$ cat config.mk
export PLATFORM = sky130hd
export DESIGN_NAME = lift_car_controller
export DESIGN_NICKNAME = d
export VERILOG_FILES = /design/src/rtl/lift_car_controller.sv
export SDC_FILE = /design/constraint.sdc
export NUM_CORES = 1
export LEC_CHECK = 0
export BUFFER_PORTS_ARGS = -buffer_cell sky130_fd_sc_hd__buf_2
export CELL_PAD_IN_SITES_DETAIL_PLACEMENT = 1
export CELL_PAD_IN_SITES_GLOBAL_PLACEMENT = 2
export CORE_ASPECT_RATIO = 0.7
export CORE_MARGIN = 4
export CORE_UTILIZATION = 35
export DETAILED_ROUTE_END_ITERATION = 10
export PLACE_DENSITY_LB_ADDON = 0.1
export SLEW_MARGIN = 20
export SYNTH_ARGS = -nofsm -noshare
export SYNTH_HDL_FRONTEND = slang
export SYNTH_SLANG_ARGS = --single-unit
$ cat constraint.sdc
create_clock -name clk_i -period 4.19 [get_ports clk_i]
set_input_delay 0.2095 -clock clk_i [delete_from_list [all_inputs] [get_ports clk_i]]
set_output_delay 0.2095 -clock clk_i [all_outputs]
set_load 0.01 [all_outputs]
$ cat src/rtl/lift_car_controller.sv
// lift_car_controller
//   Motion controller for a single lift car. Collects floor requests into a
//   pending bitmap and serves them with a SCAN policy. The car keeps moving
//   in its current direction while requests remain ahead of it, then reverses.
//   Travel takes FLOOR_TICKS cycles per floor. The door stays open for
//   DOOR_TICKS cycles at each stop.
//
// Handshake: floor_req_i is level-sampled every cycle and OR-ed into the
//   pending bitmap. There is no ready and no back-pressure. A request stays
//   pending until the car dwells at that floor with the door open.
//
// Ports
//   clk_i        system clock, all state on posedge
//   rst_ni       asynchronous active-low reset
//   floor_req_i  [NFLOOR:0] request bitmap from central_system
//   liftstate_o  [3:0] current floor, binary
//   dir_up_o     1 = committed upward, 0 = downward
//   moving_o     1 while travelling between floors
//   door_open_o  1 while the door dwell is running
//   served_o     [NFLOOR:0] one-cycle one-hot pulse, floor just serviced
//   busy_o       1 while requests are pending or the car is not idle
//   state_o      [1:0] FSM state, exposed for debug/checkers
module lift_car_controller #(
    parameter int NFLOOR      = 10,
    parameter int FLOOR_TICKS = 4,
    parameter int DOOR_TICKS  = 3
) (
    input  logic              clk_i,
    input  logic              rst_ni,
    input  logic [NFLOOR:0]   floor_req_i,
    output logic [3:0]        liftstate_o,
    output logic              dir_up_o,
    output logic              moving_o,
    output logic              door_open_o,
    output logic [NFLOOR:0]   served_o,
    output logic              busy_o,
    output logic [1:0]        state_o
);

    localparam int MAXT = (FLOOR_TICKS > DOOR_TICKS) ? FLOOR_TICKS : DOOR_TICKS;
    localparam int CW   = $clog2(MAXT + 1);
    localparam logic [CW-1:0] FT_LAST = CW'(FLOOR_TICKS - 1);
    localparam logic [CW-1:0] DT_LAST = CW'(DOOR_TICKS - 1);

    typedef enum logic [1:0] {
        IDLE      = 2'd0,
        MOVE_UP   = 2'd1,
        MOVE_DOWN = 2'd2,
        DOOR      = 2'd3
    } state_t;

    state_t          state_q, state_d;
    logic [NFLOOR:0] pending_q, pending_d;
    logic [3:0]      floor_q, floor_d;
    logic            dir_up_q, dir_up_d;
    logic [CW-1:0]   cnt_q, cnt_d;
    logic [NFLOOR:0] served_q, served_d;

    function automatic logic [NFLOOR:0] onehot(input logic [3:0] f);
        logic [NFLOOR:0] oh;
        oh = '0;
        for (int i = 0; i <= NFLOOR; i++) begin
            oh[i] = (i == int'(f));
        end
        return oh;
    endfunction

    function automatic logic any_above(input logic [NFLOOR:0] p, input logic [3:0] f);
        logic r;
        r = 1'b0;
        for (int i = 0; i <= NFLOOR; i++) begin
            if (i > int'(f) && p[i]) r = 1'b1;
        end
        return r;
    endfunction

    function automatic logic any_below(input logic [NFLOOR:0] p, input logic [3:0] f);
        logic r;
        r = 1'b0;
        for (int i = 0; i <= NFLOOR; i++) begin
            if (i < int'(f) && p[i]) r = 1'b1;
        end
        return r;
    endfunction

    logic here, above, below;
    logic [3:0] floor_up, floor_dn;

    assign here     = |(pending_q & onehot(floor_q));
    assign above    = any_above(pending_q, floor_q);
    assign below    = any_below(pending_q, floor_q);
    assign floor_up = floor_q + 4'd1;
    assign floor_dn = floor_q - 4'd1;

    always_comb begin
        state_d  = state_q;
        floor_d  = floor_q;
        dir_up_d = dir_up_q;
        cnt_d    = cnt_q;
        served_d = '0;

        // The current floor's request is cleared for every door cycle, so a
        // repeat request during the dwell is absorbed.
        if (state_q == DOOR) begin
            pending_d = (pending_q | floor_req_i) & ~onehot(floor_q);
        end else begin
            pending_d = pending_q | floor_req_i;
        end

        case (state_q)
            IDLE: begin
                cnt_d = '0;
                if (here) begin
                    state_d = DOOR;
                end else if (above && (dir_up_q || !below)) begin
                    state_d  = MOVE_UP;
                    dir_up_d = 1'b1;
                end else if (below) begin
                    state_d  = MOVE_DOWN;
                    dir_up_d = 1'b0;
                end
            end
            MOVE_UP: begin
                if (cnt_q == FT_LAST) begin
                    // Arrival: decide with the new floor against registered
                    // pending, so a same-edge request is not seen here.
                    cnt_d   = '0;
                    floor_d = floor_up;
                    if (|(pending_q & onehot(floor_up))) begin
                        state_d = DOOR;
                    end else if (any_above(pending_q, floor_up)) begin
                        state_d = MOVE_UP;
                    end else begin
                        state_d = IDLE;
                    end
                end else begin
                    cnt_d = cnt_q + 1'b1;
                end
            end
            MOVE_DOWN: begin
                if (cnt_q == FT_LAST) begin
                    cnt_d   = '0;
                    floor_d = floor_dn;
                    if (|(pending_q & onehot(floor_dn))) begin
                        state_d = DOOR;
                    end else if (any_below(pending_q, floor_dn)) begin
                        state_d = MOVE_DOWN;
                    end else begin
                        state_d = IDLE;
                    end
                end else begin
                    cnt_d = cnt_q + 1'b1;
                end
            end
            DOOR: begin
                if (cnt_q == DT_LAST) begin
                    cnt_d   = '0;
                    state_d = IDLE;
                end else begin
                    cnt_d = cnt_q + 1'b1;
                end
            end
            default: begin
                state_d = IDLE;
                cnt_d   = '0;
            end
        endcase

        // Pulse only on entry to DOOR, giving exactly one served cycle per stop.
        if (state_d == DOOR && state_q != DOOR) begin
            served_d = onehot(floor_d);
        end
    end

    always_ff @(posedge clk_i or negedge rst_ni) begin
        if (!rst_ni) begin
            state_q   <= IDLE;
            pending_q <= '0;
            floor_q   <= '0;
            dir_up_q  <= 1'b1;
            cnt_q     <= '0;
            served_q  <= '0;
        end else begin
            state_q   <= state_d;
            pending_q <= pending_d;
            floor_q   <= floor_d;
            dir_up_q  <= dir_up_d;
            cnt_q     <= cnt_d;
            served_q  <= served_d;
        end
    end

    assign liftstate_o = floor_q;
    assign dir_up_o    = dir_up_q;
    assign moving_o    = (state_q == MOVE_UP) || (state_q == MOVE_DOWN);
    assign door_open_o = (state_q == DOOR);
    assign served_o    = served_q;
    assign busy_o      = (|pending_q) || (state_q != IDLE);
    assign state_o     = state_q;

endmodule

==> impl_metrics.yaml <==
synth:
  ys_seq_elements: 32
  netlist_top_cells_count: "31 x dfrtp_1, 26 x nor2_1, 22 x inv_1"
  yosysWarnings: 0
  synth_fp_nets: 325
  async_flop_share_pct: 100.0
  synth_top_area_share_pct: 30.17
  netlist_area_um2: 2571
  synth_edf_count: 0
  synth_ff_type: "dfrtp_1"
  yosysMostFrequentCell: "dfrtp_1"
  yosys.area.top_type: "dfrtp_1"
  ys_types: 66
  ys_seq_area_share_pct: 31.19
  synthTopCellsByArea: "dfrtp_1 30%, ha_1 7.8%, nor2_1 3.8%, a22oi_1 3.5%, nor4_1 3.4%"
  synth_cells: 296
  syn_avg_cell_area_um2: 8.687
run:
  maxCapViolations: 0
hold_path:
  holdPathEnd: "pending_q[6]"
  worstHoldStart: "floor_req_i[6]"
  holdPathStages: 2
  holdCritPathClass: "input pin to flop"
timing:
  relSlewSlack_pct: 38.00
  hold_viol: 0
  rsz0062_at_grt: "no"
  report.final.slew_viol_count: 0
  fin_crit_sh_pct: 84.26
  skew_ps: 7.429
  setup-tns-final_ps: 0
  setup_viol: 0
  period_needed_ps: 3530
  tightest_slew_ps: 917.4
  max_freq_ghz: 0.2833
final_layout:
  postLayoutCellArea_um2: 2867
  diodes: 0
  final_core_util_pct: 41.28
  syn_to_final_growth_pct: 11.48
  fillers: 857
  drive_gt1_share_pct: 19.12
  nNetsFinal: 347
cts:
  cts_tree: "yes"
  htreeDepth: 2
  path_clk_slew_ps: 80
  clock_sinks: 32
  post_cts.repair.setup_buffers: 0
  cts_resized: 0
  cts_hold_buf: 1
  clk_path_buf_depth: 2
  cts-root-buf: "clkbuf_8"
  insertion_delay_ps: 300
  cts_buffers: 5
grt:
  grt_use_total_pct: 20.55
  grt_max_degree: 33
  grt_overflow_total: 0
  grt_use_met2_pct: 27.97
  busiest_layer: "met1"
  grt_antenna_before_repair: 0
  gr-usage-met1_pct: 31.94
  grt_first_pass_wirelength_mm: 14.22
  grt_util_met3_pct: 5.000
  grt_pass1_vias: 2449
worst_setup_path:
  r2r-start: "liftstate_o[0]"
  cp.depth: 9
  crit_slowest_cell: "dfrtp_1"
  path_cells: "inv_1 -> ha_1 -> xnor2_1 -> a22oi_1 -> o211a_1 -> a311oi_1 -> a21oi_1 -> nor3_1 -> nor4_1"
  path_buf_inv: 1
  start_kind: "flop"
  critical_path_class: "flop to flop"
  reg2reg_depth: 9
  critPathArrivalTime_ps: 3690
  cp_top_family: "compound AO/OA/AOI/OAI gates"
  r2r_end: "served_o[9]"
  reg2reg_slack_ps: 660
  path_max_fanout: 18
  end_kind: "flop"
  cp_data_required_time_ps: 4350
  critPathMaxStageDelay_ps: 640
floorplanning:
  start_util_pct: 37.03
  die_y_um: 79.71
  coreArea_um2: 6944
  rows: 25
  fp.dieW_um: 110.4
  ios: 34
  die_area_um2: 8804
place:
  gp_congestion: 0.8493
  place_area_um2: 2745
  portBuffers: 33
  hpwl_mm: 6.457
drt:
  totalWireLength_mm: 8.724
  avgViaCountPerCell: 5.881
  first_pass_iters: 4
  drc: 0
  antenna_left: 0
  drtIter0Drc: 149
  vias: 2429
  routedWlPerCell_um: 21.12
power_and_ir_drop:
  ir_worst_vdd_mv: 0.2080
  p_per_area_nw_per_um2: 590.4
  p_leak_nw: 1.226
status:
  status: "completed"
==> where the power goes <==
| group | leakage, nW | internal (W) | switching (W) |
|---|---|---|---|
| clock | 0.0541 | 0.000176 | 0.000135 |
| sequential | 0.381 | 0.000351 | 0.0000700 |
| combinational | 0.791 | 0.000341 | 0.000618 |
| total | 1.23 | 0.000869 | 0.000824 |
==> routing by layer <==
metal  part of all wire (%)  routed length, um
met5                      0                  0
met4                   0.94                 82
met3                    8.3                723
met2                     39               3375
met1                     52               4542
==> worst register-to-register path, cell delays in order (launching register included) <==
cell and delay, ps:
dfrtp_1 640, inv_1 260, ha_1 520, xnor2_1 550
a22oi_1 170, o211a_1 140, a311oi_1 360, a21oi_1 200
nor3_1 420, nor4_1 140
==> cell type report <==
type / instances / area [um^2] / share of cell area (%)
flip-flops and latches: 32 / 802.0 / 27.98
clock inverters: 3 / 42.54 / 1.484
inverters: 22 / 82.58 / 2.881
well taps: 94 / 117.6 / 4.103
clock buffers: 5 / 68.82 / 2.401
multi-input cells: 219 / 1548 / 53.99
repair buffers: 38 / 205.2 / 7.158
==> per-stage QoR <==
step,power (W),hold slack (ps),worst slack (ps),cells
after floorplan,0.001099,-86.09,1421,296
after global placement,0.001379,311.2,922.7,404
after detailed placement,0.001373,308.0,735.3,404
after CTS,0.001692,125.3,737.1,413
after global routing,0.001831,130.2,379.5,413
final,0.001692,131.0,659.6,413
==> sequential cells by signal, indices dropped and copies added (netlist names) <==
register,count
state_o,2
cnt_q,3
pending_q,11
liftstate_o,4
served_o,11
dir_up_o,1
==> cells by family after synthesis <==
| family | share of synthesized area [%] |
|---|---|
| mux | 2.141 |
| flops | 31.19 |
| xor+xnor | 1.996 |
| buf+inv | 8.612 |
| fa+ha+maj | 7.786 |
| simple gates | 19.66 |
| compound gates | 28.61 |
==> placed cells by master, fill, tap and decap left out, types with 5 or more instances in the layout <==
cell type	n
nand3_1	6
nand2b_1	8
nor2_1	26
dfrtp_1	31
a22oi_1	12
inv_1	22
o21a_1	5
o21ai_0	10
a31oi_1	7
nand2_1	21
nor3_1	5
nor4_1	14
buf_2	33
clkbuf_8	5
ha_1	16
a21oi_1	16
==> worst max path at each step <==
stage / start / to / slack, ps
floorplan: liftstate_o[0] / served_o[2] / 1420
global placement: liftstate_o[0] / served_o[0] / 920
detailed placement: liftstate_o[0] / served_o[9] / 740
CTS: liftstate_o[0] / served_o[9] / 740
global route: liftstate_o[0] / served_o[8] / 380
finish: liftstate_o[0] / served_o[9] / 660
Note: power is estimated with default switching activity, not from simulation.
